===== config.mk =====
export PLATFORM = sky130hd
export DESIGN_NAME = deserializer_rx_flat
export DESIGN_NICKNAME = d
export VERILOG_FILES = /design/src/rtl/deserializer_rx_if.sv /design/src/rtl/deserializer_rx.sv /design/src/flat_wrapper.sv
export SDC_FILE = /design/constraint.sdc
export NUM_CORES = 1
export LEC_CHECK = 0
export ABC_AREA = 1
export CAP_MARGIN = 30
export CORE_ASPECT_RATIO = 0.5
export CORE_MARGIN = 3
export CORE_UTILIZATION = 45
export DETAILED_ROUTE_END_ITERATION = 16
export PLACE_DENSITY = 0.7
export REMOVE_ABC_BUFFERS = 1
export SYNTH_ARGS = -nofsm -noshare
export SYNTH_HDL_FRONTEND = slang
export SYNTH_SLANG_ARGS = --single-unit
export TNS_END_PERCENT = 5

===== constraint.sdc =====
create_clock -name clk -period 1.7 [get_ports clk]
set_input_delay 0.34 -clock clk [delete_from_list [all_inputs] [get_ports clk]]
set_output_delay 0.34 -clock clk [all_outputs]
set_load 0.02 [all_outputs]

===== src/rtl/deserializer_rx_if.sv =====
// Serial-in / parallel-out bundle for deserializer_rx.
// master = the receiver itself, slave = the serial source plus the parallel consumer.
interface deserializer_rx_if #(
  parameter int unsigned WIDTH = 8
) ();
  logic             ser_data;
  logic             ser_valid;
  logic             ser_sof;
  logic             rx_disable;
  logic [WIDTH-1:0] par_data;
  logic             par_valid;
  logic             par_ready;
  logic [4:0]       bit_count;
  logic             frame_err;
  logic             overrun;

  modport master (
    input  ser_data, ser_valid, ser_sof, rx_disable, par_ready,
    output par_data, par_valid, bit_count, frame_err, overrun
  );

  modport slave (
    output ser_data, ser_valid, ser_sof, rx_disable, par_ready,
    input  par_data, par_valid, bit_count, frame_err, overrun
  );
endinterface


===== src/rtl/deserializer_rx.sv =====
// Serial-to-parallel receiver: frames words on SOF, assembles WIDTH bits and
// hands them to a one-word valid/ready holding register, flagging framing errors and overruns.
module deserializer_rx #(
  parameter int unsigned WIDTH     = 8,
  parameter bit          MSB_FIRST = 1'b1
) (
  input  logic               clk,
  input  logic               resetN,
  deserializer_rx_if.master  bus
);

  localparam int unsigned CNT_W = 5;
  localparam int unsigned IDX_W = (WIDTH > 1) ? $clog2(WIDTH) : 1;

  typedef enum logic {
    IDLE  = 1'b0,
    SHIFT = 1'b1
  } state_e;

  state_e             state_q, state_d;
  logic [WIDTH-1:0]   shreg_q, shreg_d;
  logic [CNT_W-1:0]   bit_count_q, bit_count_d;
  logic [WIDTH-1:0]   par_data_q, par_data_d;
  logic               par_valid_q, par_valid_d;
  logic               frame_err_q, frame_err_d;
  logic               overrun_q, overrun_d;

  logic               acc_c;
  logic               word_done_c;
  logic [IDX_W-1:0]   first_pos_c;
  logic [IDX_W-1:0]   pos_c;

  // Next-state, shift-register and hand-off logic.
  always_comb begin
    state_d     = state_q;
    shreg_d     = shreg_q;
    bit_count_d = bit_count_q;
    par_data_d  = par_data_q;
    par_valid_d = par_valid_q && !bus.par_ready;
    frame_err_d = 1'b0;
    overrun_d   = 1'b0;
    word_done_c = 1'b0;

    acc_c       = bus.ser_valid && !bus.rx_disable;
    first_pos_c = MSB_FIRST ? IDX_W'(WIDTH - 1) : IDX_W'(0);
    pos_c       = MSB_FIRST ? (IDX_W'(WIDTH - 1) - IDX_W'(bit_count_q))
                            : IDX_W'(bit_count_q);

    unique case (state_q)
      IDLE: begin
        // Bits outside a frame are dropped silently until a SOF shows up.
        if (acc_c && bus.ser_sof) begin
          shreg_d              = '0;
          shreg_d[first_pos_c] = bus.ser_data;
          bit_count_d          = CNT_W'(1);
          state_d              = SHIFT;
        end
      end
      SHIFT: begin
        if (acc_c) begin
          if (bus.ser_sof) begin
            // Mid-word SOF: abandon the partial word and restart on this bit.
            frame_err_d          = 1'b1;
            shreg_d              = '0;
            shreg_d[first_pos_c] = bus.ser_data;
            bit_count_d          = CNT_W'(1);
          end else begin
            shreg_d[pos_c] = bus.ser_data;
            if (bit_count_q == CNT_W'(WIDTH - 1)) begin
              word_done_c = 1'b1;
              bit_count_d = '0;
              state_d     = IDLE;
            end else begin
              bit_count_d = bit_count_q + CNT_W'(1);
            end
          end
        end
      end
      default: state_d = IDLE;
    endcase

    // A consume on the completing edge frees the register in time for the new word.
    if (word_done_c) begin
      if (!par_valid_q || bus.par_ready) begin
        par_data_d  = shreg_d;
        par_valid_d = 1'b1;
      end else begin
        overrun_d = 1'b1;
      end
    end
  end

  always_ff @(posedge clk) begin
    if (resetN) begin
      state_q     <= IDLE;
      shreg_q     <= '0;
      bit_count_q <= '0;
      par_data_q  <= '0;
      par_valid_q <= 1'b0;
      frame_err_q <= 1'b0;
      overrun_q   <= 1'b0;
    end else begin
      state_q     <= state_d;
      shreg_q     <= shreg_d;
      bit_count_q <= bit_count_d;
      par_data_q  <= par_data_d;
      par_valid_q <= par_valid_d;
      frame_err_q <= frame_err_d;
      overrun_q   <= overrun_d;
    end
  end

  assign bus.par_data  = par_data_q;
  assign bus.par_valid = par_valid_q;
  assign bus.bit_count = bit_count_q;
  assign bus.frame_err = frame_err_q;
  assign bus.overrun   = overrun_q;

endmodule


===== src/flat_wrapper.sv =====
// flat-port wrapper written by rule: the top's interface ports become plain ports
module deserializer_rx_flat 
#(
  parameter int unsigned WIDTH     = 8,
  parameter bit          MSB_FIRST = 1'b1
)
  (clk, resetN, bus_ser_data, bus_ser_valid, bus_ser_sof, bus_rx_disable, bus_par_ready, bus_par_data, bus_par_valid, bus_bit_count, bus_frame_err, bus_overrun);
  deserializer_rx_if #(.WIDTH(WIDTH)) bus_i ();
  input  logic clk;
  input  logic resetN;
  input wire logic [$bits(bus_i.ser_data)-1:0] bus_ser_data;
  input wire logic [$bits(bus_i.ser_valid)-1:0] bus_ser_valid;
  input wire logic [$bits(bus_i.ser_sof)-1:0] bus_ser_sof;
  input wire logic [$bits(bus_i.rx_disable)-1:0] bus_rx_disable;
  input wire logic [$bits(bus_i.par_ready)-1:0] bus_par_ready;
  output wire logic [$bits(bus_i.par_data)-1:0] bus_par_data;
  output wire logic [$bits(bus_i.par_valid)-1:0] bus_par_valid;
  output wire logic [$bits(bus_i.bit_count)-1:0] bus_bit_count;
  output wire logic [$bits(bus_i.frame_err)-1:0] bus_frame_err;
  output wire logic [$bits(bus_i.overrun)-1:0] bus_overrun;
  assign bus_i.ser_data = bus_ser_data;
  assign bus_i.ser_valid = bus_ser_valid;
  assign bus_i.ser_sof = bus_ser_sof;
  assign bus_i.rx_disable = bus_rx_disable;
  assign bus_i.par_ready = bus_par_ready;
  assign bus_par_data = bus_i.par_data;
  assign bus_par_valid = bus_i.par_valid;
  assign bus_bit_count = bus_i.bit_count;
  assign bus_frame_err = bus_i.frame_err;
  assign bus_overrun = bus_i.overrun;
  deserializer_rx #(.WIDTH(WIDTH), .MSB_FIRST(MSB_FIRST)) u_core (.clk(clk), .resetN(resetN), .bus(bus_i));
endmodule

; ---- Word-level counts from Yosys, hierarchy flattened
; Cells that the tools add are included.
[op_classes]
add_sub_neg = 2
magnitude_cmp = 2
eq_ne = 3
mux = 25
bitwise_logic = 3
reduce_logical = 12
[op_table]
columns = op, n
row1 = $mux W8, 3
row2 = $mux W5, 4
row3 = $pmux W8 S2, 1
row4 = $mux W1, 13
row5 = $pmux W5 S2, 1
row6 = $bwmux W8, 1
row7 = $add A5 B1 Y5 const B, 1
row8 = $eq A5 B3 Y1 const B, 1
row9 = $logic_and A1 B1 Y1, 4
row10 = $lt A3 B4 Y1 const B, 1
row11 = $reduce_and A2 Y1, 2
row12 = $demux W1 S3, 1
row13 = $ge A3 B1 Y1 const B, 1
row14 = $logic_not A1 Y1, 3
row15 = $not A1 Y1, 3
row16 = $reduce_or A3 Y1, 1
row17 = $sub A3 B3 Y3 const A, 1
row18 = $ne A2 B1 Y1 const B, 1
row19 = $ne A2 B2 Y1 const B, 1
row20 = $pmux W1 S2, 1
row21 = $reduce_or A2 Y1, 1
row22 = $logic_or A1 B1 Y1, 1
[word_totals]
reg_bits = 25
inputBits = 7
output_inout_bits = 16
elab_cells = 54

; ---- Logic depth before layout (Yosys ltp)
; Gate-level depths: netlist of run 1.
[depth]
ltp_word = 9
mapped_depth = 10
mapped_depth_nobuf = 10

; ---- Least setup slack after synthesis of run 1
; No wires, ideal clock.
[synth_timing]
path_kind = register to register
start = reg u_core.bit_count_q[1] (netlist: u_core.bus.bit_count[1])
end = reg u_core.par_data_q[1] (netlist: u_core.bus.par_data[1])
setup_ns = 0.109
arrival_time_ns = 1.361
required_time_ns = 1.591
path_slack_ns = 0.231
stages_incl_launch_ff = 11
path_buffers = 0
period_less_slack_ns = 1.469
cell_sequence = dfxtp_1 -> ha_1 -> nand2_2 -> nor2_2 -> nand2_2 -> nor2_4 -> nand2_4 -> clkinv_4 -> nand3_1 -> nand2_1 -> inv_1
[synth_via]
elab_chain_cells = 9
word_cells_on_any_way = 16
classes_between = 1 x add/sub / 2 x order compare / 1 x eq/ne / 10 x mux / 2 x reduce/logical
[synth_rtl]
columns = element, line
row1 = "start, declared", deserializer_rx.sv:22  ; logic [CNT_W-1:0] bit_count_q, bit_count_d;
row2 = "start signal, assigned", deserializer_rx.sv:105  ; bit_count_q <= bit_count_d;
row3 = $sub A3 B3 Y3, deserializer_rx.sv:46  ; pos_c = MSB_FIRST ? (IDX_W'(WIDTH - 1) - IDX_W'(bit_count_q))
row4 = $lt A3 B4 Y1 (implied by the code) / $ge A3 B1 Y1 (equally long branches), deserializer_rx.sv:68  ; shreg_d[pos_c] = bus.ser_data;
row5 = $logic_and A1 B1 Y1 (implied by the code), deserializer_rx.sv:68
row6 = $mux W1 (implied by the code), deserializer_rx.sv:68
row7 = $demux W1 S3, n/a
row8 = $bwmux W8, deserializer_rx.sv:68
row9 = $mux W8, deserializer_rx.sv:61  ; if (bus.ser_sof) begin
row10 = $mux W8, deserializer_rx.sv:60  ; if (acc_c) begin
row11 = $pmux W8 S2, deserializer_rx.sv:49  ; unique case (state_q)
row12 = "end signal, assigned", deserializer_rx.sv:106  ; par_data_q <= par_data_d;
row13 = "end, declared", deserializer_rx.sv:23  ; logic [WIDTH-1:0] par_data_q, par_data_d;
; Parallel ways exist; a longest one is shown, timed or not.
; A chain may end at the register's enable or synchronous reset.

; ---- Worst setup path after layout of run 1
[layout_timing]
start = reg u_core.bit_count_q[4] (netlist: u_core.bus.bit_count[4])
end = out bus_bit_count[4]
[layout_lines]
columns = element, line
row1 = "end, declared", flat_wrapper.sv:18  ; output wire logic [$bits(bus_i.bit_count)-1:0] bus_bit_count;
; No word-level cell between the ends.

==> flow_summary.json, run 1 <==
{
  "cts_sinks": 25,
  "hp-class": "reg -> reg",
  "grt_max_degree": 15,
  "min_to": "u_core.bus.bit_count[3]",
  "crit_path_end_kind": "output port",
  "ys_ff_latch": 25,
  "wl_mm": 2.982,
  "io_pins": 23,
  "fin_skew_ns": 0.004756,
  "synth_edf_count": 0,
  "overflow": 0,
  "worstPathCellList": "clkdlybuf4s50_1",
  "port_buffers": 22,
  "critPathMaxStageDelay_ns": 0.63,
  "max_freq_mhz": 607.9,
  "regToRegSetupSlack_ns": 0.24,
  "syn_area_per_cell_um2": 6.799,
  "startpoint_type": "register",
  "arrival_ns": 1.31,
  "grt_pass1_vias": 1117,
  "clkTransAtPathRegs_ns": 0.09,
  "yosys_warnings": 0,
  "path_buf_inv": 1,
  "r2r_cells": 10,
  "period_share_pct": 96.77,
  "gp_congestion": 0.8551,
  "path_max_fanout": 4,
  "hold_path_depth": 2,
  "place_hpwl_mm": 2.352,
  "ir_drop_uv": 488.3,
  "drive_above_1_share_pct": 12.95,
  "drcViolationCount": 0,
  "clock_latency_ns": 0.28,
  "vias": 1248,
  "power.total_mw": 1.046,
  "rows": 12,
  "finalHoldViolations": 0,
  "r2r_start": "u_core.bus.bit_count[0]",
  "cts_buffers": 3,
  "crit_type": "reg -> out",
  "ys_types": 23,
  "die_x_um": 81.57,
  "core_um2": 2447,
  "tns_ns": 0,
  "cts_setup_buffers": 0,
  "synth.area.top_cells": "dfxtp_1 39%, nand2_1 15%, inv_1 8.8%, nand3_1 7.8%, a21oi_1 6.6%",
  "yosysTopAreaCellShare_pct": 38.95,
  "first_pass_iters": 4,
  "die_h_um": 43.79,
  "cp_top_family": "buffers and inverters",
  "tritoncts": "yes",
  "drv_slew": 0,
  "drv_cap": 0,
  "clockBufferDepth": 2,
  "period_needed_ns": 1.645,
  "power.leakage_nw": 0.7497,
  "drtIter0Drc": 65,
  "power.density_nw_per_um2": 626.0,
  "yosysSeqAreaShare_pct": 38.95,
  "floorplan.initialDensity_pct": 52.51,
  "syn_to_final_growth_pct": 30.09,
  "grt_first_pass_wirelength_mm": 5.037,
  "synth.cell_area_um2": 1285,
  "status": "finished, final reports clean",
  "cts_root_buffer": "clkbuf_8",
  "synthCells": 189,
  "cts_max_level": 1,
  "regToRegEndpoint": "u_core.bus.par_data[4]",
  "nNetsFinal": 233,
  "asyncSetResetFlopFracSynth_pct": 0,
  "synth_top_cell_by_area": "dfxtp_1",
  "rsz0062_at_grt": "false",
  "routedWlPerCell_um": 11.51,
  "antenna_found_initial": 0,
  "slew_headroom_pct": 83.85,
  "diodes": 0,
  "synth_most_common_cell": "nand2_1",
  "worst_pin_slew_ns": 0.2404,
  "cp-startpoint": "u_core.bus.bit_count[4]",
  "cp.required_ns": 1.36,
  "min_from": "u_core.bus.bit_count[3]",
  "antenna_left": 0,
  "track_usage_pct": 18.50,
  "dieArea_um2": 3572,
  "via_per_inst": 4.819,
  "synthTopCellsByCount": "51 x nand2_1, 30 x inv_1, 25 x dfxtp_1",
  "slowest_stage": "clkdlybuf4s50_1",
  "ys.flop_type": "dfxtp_1",
  "setup_viol_count_final": 0
}
-- area by class of cell --
class                   count  area [µm²]
clock buffers               3       41.29
clock inverters             1       5.005
well taps                  35       43.79
fillers                   223       775.7
repair buffers             37       335.3
flip-flops and latches     25       500.5
multi-input cells         127       624.3
inverters                  31       121.4
-- cells in the final DEF (no fill, tap or decap) --
cell type        synthesis  final
nand3_1                 20     20
buf_4                    4     15
o21ai_0                  3      3
nor2_4                   2      2
a31oi_1                  1      1
a21oi_1                 17     17
dfxtp_1                 25     25
clkinv_4                 1      1
inv_1                   30     30
dlymetal6s2s_1           0      1
nor2_1                  11     11
xor2_1                   2      2
nand2_4                  3      3
nand2_1                 51     51
clkbuf_8                 0      3
ha_1                     1      1
nand2_2                  2      2
clkdlybuf4s50_1          0     21
o21ai_2                  1      1
nor2_2                   1      1
nand4_1                  5      5
clkinv_2                 0      1
nor3_1                   4      4
o21ai_1                  1      1
o21bai_1                 2      2
-- timing repair --
action                                  CTS  global route
resized for setup                         0             1
hold buffers                              0             0
endpoints found under the setup margin    0             1
-- report_power, final --
part / internal [mW] / total, mW / switching, mW / leakage (nW)
combinational: 0.0409 / 0.0945 / 0.0536 / 0.523
clock: 0.164 / 0.360 / 0.195 / 0.0255
sequential: 0.590 / 0.592 / 0.00227 / 0.202
-- how the worst max path moves through the flow --
| stage | end | slack (ns) | cells past startpoint |
|---|---|---|---|
| 6_report | bus_bit_count[4] | 0.05 | 1 |
| 5_1_grt | bus_bit_count[4] | 0.0008 | 1 |
| 3_3_place_gp | u_core.bus.par_data[5] | -0.06 | 10 |
| 3_5_place_dp | u_core.bus.par_data[5] | -0.11 | 10 |
| 4_1_cts | bus_bit_count[2] | 0.02 | 1 |
| 2_1_floorplan | u_core.bus.par_data[1] | 0.04 | 10 |
-- state kept, by name (all words and copies together), names as in the netlist --
register,count
u_core.bus.bit_count,5
u_core.bus.frame_err,1
u_core.bus.overrun,1
u_core.bus.par_data,8
u_core.bus.par_valid,1
u_core.shreg_q,8
u_core.state_q,1
-- per-stage QoR --
step                      worst slack [ns]  utilization, %  cells  hold slack (ns)  area, µm²
after floorplan                    0.04184               -    183           0.4091       1246
after global placement            -0.06494           66.31    255           0.4710       1623
after detailed placement           -0.1132           66.31    255           0.4760       1623
after CTS                          0.02184           68.20    259           0.4892       1669
after global routing             0.0007524           68.30    259           0.5142       1672
final                              0.05488           68.30    259           0.4844       1672
-- layer usage --
layer	vias to the layer above	share of wire, %	wire (µm)	GRT usage [%]
li1	670	-	-	-
met1	546	53	1577	25.68
met2	27	40	1205	27.35
met3	5	5.5	164	5.602
met4	0	1.2	35	5.960
met5	-	0	0	0
-- cell families after synthesis --
group	after synthesis	synth area share, %
simple gates	99	35.74
buf+inv	37	12.46
compound gates	25	10.52
flops	25	38.95
xor+xnor	2	1.363
fa+ha+maj	1	0.9736
(Power assumes the default switching activity.)
==> run 2, diff against run 1 <==
clock period = 1.64 ns   (was 1.7 ns; I/O delays follow)
==> run 2 against run 1 <==
  * Sequential cell count is the same
  * Hold slack better by 0.0027 ns
  * Worst setup slack lost 0.013 ns
  * Largest cell class unchanged
  * Highest routed layer unchanged
==> flow_summary.json, run 2 (same netlist as run 1, synthesis figures left out) <==
{
  "seqCellArea_um2": 500.5,
  "gr-usage-met1_pct": 24.72,
  "crit_type": "reg -> out",
  "die_x_um": 81.57,
  "fin_skew_ns": 0.002494,
  "overflow": 0,
  "grt_max_degree": 14,
  "finalHoldViolations": 0,
  "routedWlPerCell_um": 11.37,
  "hp-class": "reg -> reg",
  "cts_root_buffer": "clkbuf_8",
  "critPathMaxStageDelay_ns": 0.63,
  "die_h_um": 43.79,
  "drcViolationCount": 0,
  "place_hpwl_mm": 2.293,
  "drv_slew": 0,
  "clock_latency_ns": 0.27,
  "cts_sinks": 25,
  "setup_viol_count_final": 0,
  "syn_to_final_growth_pct": 30.48,
  "gp_congestion": 0.8558,
  "grt_first_pass_wirelength_mm": 4.816,
  "finalNonFillerCells": 260,
  "path_max_fanout": 2,
  "grt_pass1_vias": 1094,
  "io_pins": 23,
  "period_needed_ns": 1.598,
  "first_pass_iters": 4,
  "slowest_stage": "clkdlybuf4s50_1",
  "layout_common_cells": "51 x nand2_1, 30 x inv_1, 25 x dfxtp_1, 20 x nand3_1, 20 x clkdlybuf4s50_1",
  "rsz0062_at_grt": "false",
  "grtUsageMet3_pct": 4.979,
  "worstPathCellList": "clkdlybuf4s50_1",
  "antenna_found_initial": 0,
  "floorplan.initialDensity_pct": 52.51,
  "ir_drop_uv": 354.8,
  "drtIter0Drc": 84,
  "diodes": 0,
  "crit_path_end_kind": "output port",
  "port_buffers": 22,
  "multiInputGateArea_um2": 624.3,
  "status": "finished, final reports clean",
  "cp_top_family": "buffers and inverters",
  "cts_buffers": 3,
  "nNetsFinal": 234,
  "core_um2": 2447,
  "cts-hold-fix-buffers": 0,
  "tritoncts": "yes",
  "final_common_cell": "nand2_1",
  "worst_pin_slew_ns": 0.2474,
  "max_freq_mhz": 625.8,
  "cts_setup_buffers": 0,
  "track_usage_pct": 17.43,
  "slew_headroom_pct": 83.33,
  "clkTransAtPathRegs_ns": 0.09,
  "use_met2_pct": 26.54,
  "top_usage_layer": "met2",
  "power.leakage_nw": 0.7567,
  "dp_cells": 256,
  "power.density_nw_per_um2": 647.9,
  "arrival_ns": 1.27,
  "dieArea_um2": 3572,
  "vias": 1277,
  "clockBufferDepth": 2,
  "period_share_pct": 97.44,
  "path_buf_inv": 1,
  "rows": 12,
  "cp.required_ns": 1.31,
  "cts_max_level": 1,
  "antenna_left": 0,
  "wl_mm": 2.957,
  "startpoint_type": "register",
  "whs_ns": 0.4871,
  "via_per_inst": 4.912,
  "fillers": 236,
  "drive_above_1_share_pct": 12.89,
  "drv_cap": 0
}
run 2: changes by cell type in the layout (fill, tap and decap cells not counted), sizes merged:
cell,previous run,this run
buf,15,16
clkbuf,3,4
clkinv,2,1
clkdlybuf4s50,21,20
dlygate4sd2,0,1
run 2: what timing repair did:
item / 4_1_cts / 5_1_grt
endpoints found under the setup margin: 1 / 1
pin swaps: 0 / 0
resized for setup: 1 / 1
run 2: routing by layer:
layer  vias to the layer above  wire length [µm]
met3                         2               156
met5                         -                 0
met1                       577              1529
li1                        666                 -
met4                         0                 8
met2                        32              1262
run 2: worst min-delay path: stages, from the launching register on:
cell and delay, ns:
dfxtp_1 0.33, nand2_1 0.07, a21oi_1 0.05
run 2: per-stage QoR:
stage	worst slack (ns)	TNS [ns]	instance area, µm²	power (mW)	utilization [%]
final	0.04203	0	1677	1.086	68.51
after global routing	0.01935	0	1677	1.121	68.51
after CTS	0.003159	0	1674	1.088	68.40
after detailed placement	-0.1358	-0.9655	1630	0.7275	66.62
after global placement	-0.1164	-0.6927	1630	0.7269	66.62
after floorplan	-0.01816	-0.09078	1246	0.6655	-
run 2: final timing paths:
check | endpoint | slack, ns | cells past startpoint | from
max | bus_par_data[0] | 0.04 | 1 | u_core.bus.par_data[0]
min | u_core.bus.bit_count[3] | 0.49 | 2 | u_core.bus.bit_count[3]
max reg2reg | u_core.bus.par_data[2] | 0.18 | 10 | u_core.bus.bit_count[0]
min reg2reg | u_core.bus.bit_count[3] | 0.49 | 2 | u_core.bus.bit_count[3]
run 2: where the power goes:
group | switching, mW | total [mW] | leakage (nW) | internal [mW]
combinational | 0.0566 | 0.100 | 0.532 | 0.0439
clock | 0.198 | 0.372 | 0.0228 | 0.174
sequential | 0.00232 | 0.614 | 0.202 | 0.611
total | 0.257 | 1.09 | 0.757 | 0.829
run 2: area by class of cell:
cell class | count | share of cell area, %
Clock buffer | 4 | 2.687
Inverter | 31 | 7.239
Multi-Input combinational cell | 127 | 37.24
Sequential cell | 25 | 29.85
Tap cell | 35 | 2.612
Timing Repair Buffer | 38 | 20.37
==> run 3, diff against run 2 <==
CORE_MARGIN = default   (was 3)
GPL_TIMING_DRIVEN = 0   (was default)
==> run 3 against run 2 <==
  * Register-to-register slack got worse by 0.03 ns
  * Highest routed layer unchanged
  * Critical endpoint is now bus_par_data[6]
  * Combinational power down 21%
  * Largest power group unchanged
  * Worst setup slack better by 0.0059 ns
==> flow_summary.json, run 3 (same netlist as run 1, synthesis figures left out) <==
{
  "cp.required_ns": 1.31,
  "cp-startpoint": "u_core.bus.par_data[6]",
  "regToRegEndpoint": "u_core.bus.par_data[0]",
  "clock_latency_ns": 0.27,
  "port_buffers": 22,
  "setup_viol_count_final": 0,
  "track_usage_pct": 19.82,
  "final_common_cell": "nand2_1",
  "startpoint_type": "register",
  "worst_pin_slew_ns": 0.8273,
  "antenna_found_initial": 0,
  "die_x_um": 77.57,
  "wl_mm": 2.833,
  "power.leakage_nw": 0.7008,
  "crit_cells": 1,
  "drtIter0Drc": 114,
  "core_um2": 2651,
  "power.total_mw": 1.075,
  "power.density_nw_per_um2": 670.9,
  "cts_buffers": 3,
  "dp_cells": 242,
  "fin_skew_ns": 0.005318,
  "max_freq_mhz": 628.1,
  "die_h_um": 39.79,
  "syn_to_final_growth_pct": 24.64,
  "cts_max_level": 1,
  "cts-hold-fix-buffers": 0,
  "period_needed_ns": 1.592,
  "wl_met2_mm": 1.320,
  "drcViolationCount": 0,
  "path_buf_inv": 1,
  "crit_type": "reg -> out",
  "rows": 13,
  "slowest_stage": "clkdlybuf4s50_1",
  "drive_above_1_share_pct": 10.75,
  "grt_first_pass_wirelength_mm": 4.485,
  "first_pass_iters": 4,
  "r2r_start": "u_core.bus.bit_count[0]",
  "hp-class": "reg -> reg",
  "io_pins": 23,
  "cts_root_buffer": "clkbuf_8",
  "arrival_ns": 1.26,
  "tns_ns": 0,
  "routedWlPerCell_um": 11.29,
  "crit_end": "bus_par_data[6]",
  "worstPathCellList": "clkdlybuf4s50_1",
  "vias": 1213,
  "design_area_um2": 1602,
  "fillers": 257,
  "grt_max_degree": 23,
  "finalNonFillerCells": 251,
  "cts_sinks": 25,
  "floorplan.initialDensity_pct": 48.47,
  "regToRegSetupSlack_ns": 0.15,
  "wl_met3_um": 144,
  "finalHoldViolations": 0,
  "status": "finished, final reports clean",
  "min_from": "u_core.bus.bit_count[3]",
  "crit_path_end_kind": "output port",
  "top_layer": "met4",
  "gp_congestion": 0.8347,
  "grt_pass1_vias": 1012,
  "wl_met1_mm": 1.339,
  "drv_slew": 0,
  "path_max_fanout": 2,
  "r2r_cells": 9,
  "nNetsFinal": 223,
  "overflow": 0,
  "critPathMaxStageDelay_ns": 0.62,
  "via_per_inst": 4.833,
  "antenna_left": 0,
  "slew_headroom_pct": 44.85,
  "cp_top_family": "buffers and inverters",
  "place_hpwl_mm": 1.952,
  "dpl_cell_area_um2": 1513,
  "ir_drop_uv": 361.6,
  "drv_cap": 0,
  "clockBufferDepth": 2,
  "diodes": 0,
  "period_share_pct": 97.08,
  "dieArea_um2": 3086,
  "layout_common_cells": "51 x nand2_1, 29 x inv_1, 22 x dfxtp_1, 20 x nand3_1",
  "clkTransAtPathRegs_ns": 0.09,
  "tritoncts": "yes"
}
==> run 3: cell count changes in the layout (fill, tap and decap cells not counted), moves of 2 or more <==
| cell | previous run | this run |
|---|---|---|
| dlygate4sd2_1 | 1 | 5 |
| dfxtp_4 | 0 | 2 |
| buf_4 | 16 | 5 |
| dfxtp_1 | 25 | 22 |
| clkdlybuf4s50_1 | 20 | 17 |
==> run 3: report_power, final <==
group          switching (mW)  total [mW]  internal (mW)  leakage [nW]
sequential            0.00619       0.615          0.609         0.204
clock                   0.207       0.380          0.173        0.0217
combinational          0.0508      0.0791         0.0282         0.475
==> run 3: final cells by class <==
class                   instances  area, µm²  area share, %
flip-flops and latches         25      509.2          31.80
clock buffers                   3      41.29          2.578
repair buffers                 27      251.5          15.70
clock inverters                 1      7.507         0.4687
inverters                      31      121.4          7.578
multi-input cells             127      624.3          38.98
well taps                      37      46.29          2.891
==> run 3: what timing repair did <==
item,4_1_cts,5_1_grt
setup endpoints to repair,12,10
buffers inserted,0,5
pin swaps,0,1
resized for setup,9,3
==> run 3: worst min path at each step <==
stage	endpoint	cells past startpoint	slack (ns)
global route	u_core.bus.bit_count[3]	2	0.52
global placement	u_core.bus.bit_count[3]	2	0.47
detailed placement	u_core.bus.bit_count[3]	2	0.48
finish	u_core.bus.bit_count[3]	2	0.49
floorplan	u_core.bus.bit_count[1]	1	0.40
CTS	u_core.bus.bit_count[3]	2	0.50
==> run 3: routing by layer <==
metal,vias up,GRT usage [%]
met2,32,34.96
met4,0,5.660
met5,-,0
li1,644,-
met1,533,23.74
met3,4,6.512
==> run 3: through the flow <==
stage               util [%]  setup WS, ns  hold WS (ns)
floorplan                  -      -0.01816        0.3971
CTS                    58.90       0.03635        0.4961
global route           60.41      -0.02047        0.5195
finish                 60.41       0.04794        0.4923
detailed placement     57.06       -0.2704        0.4817
global placement       57.06       -0.2399        0.4675
==> run 3: worst min-delay path, delay by kind of cell (launching register included) <==
kind | cells | cell delay, ns
simple gates | 1 | 0.06
compound gates | 1 | 0.06
flops | 1 | 0.33
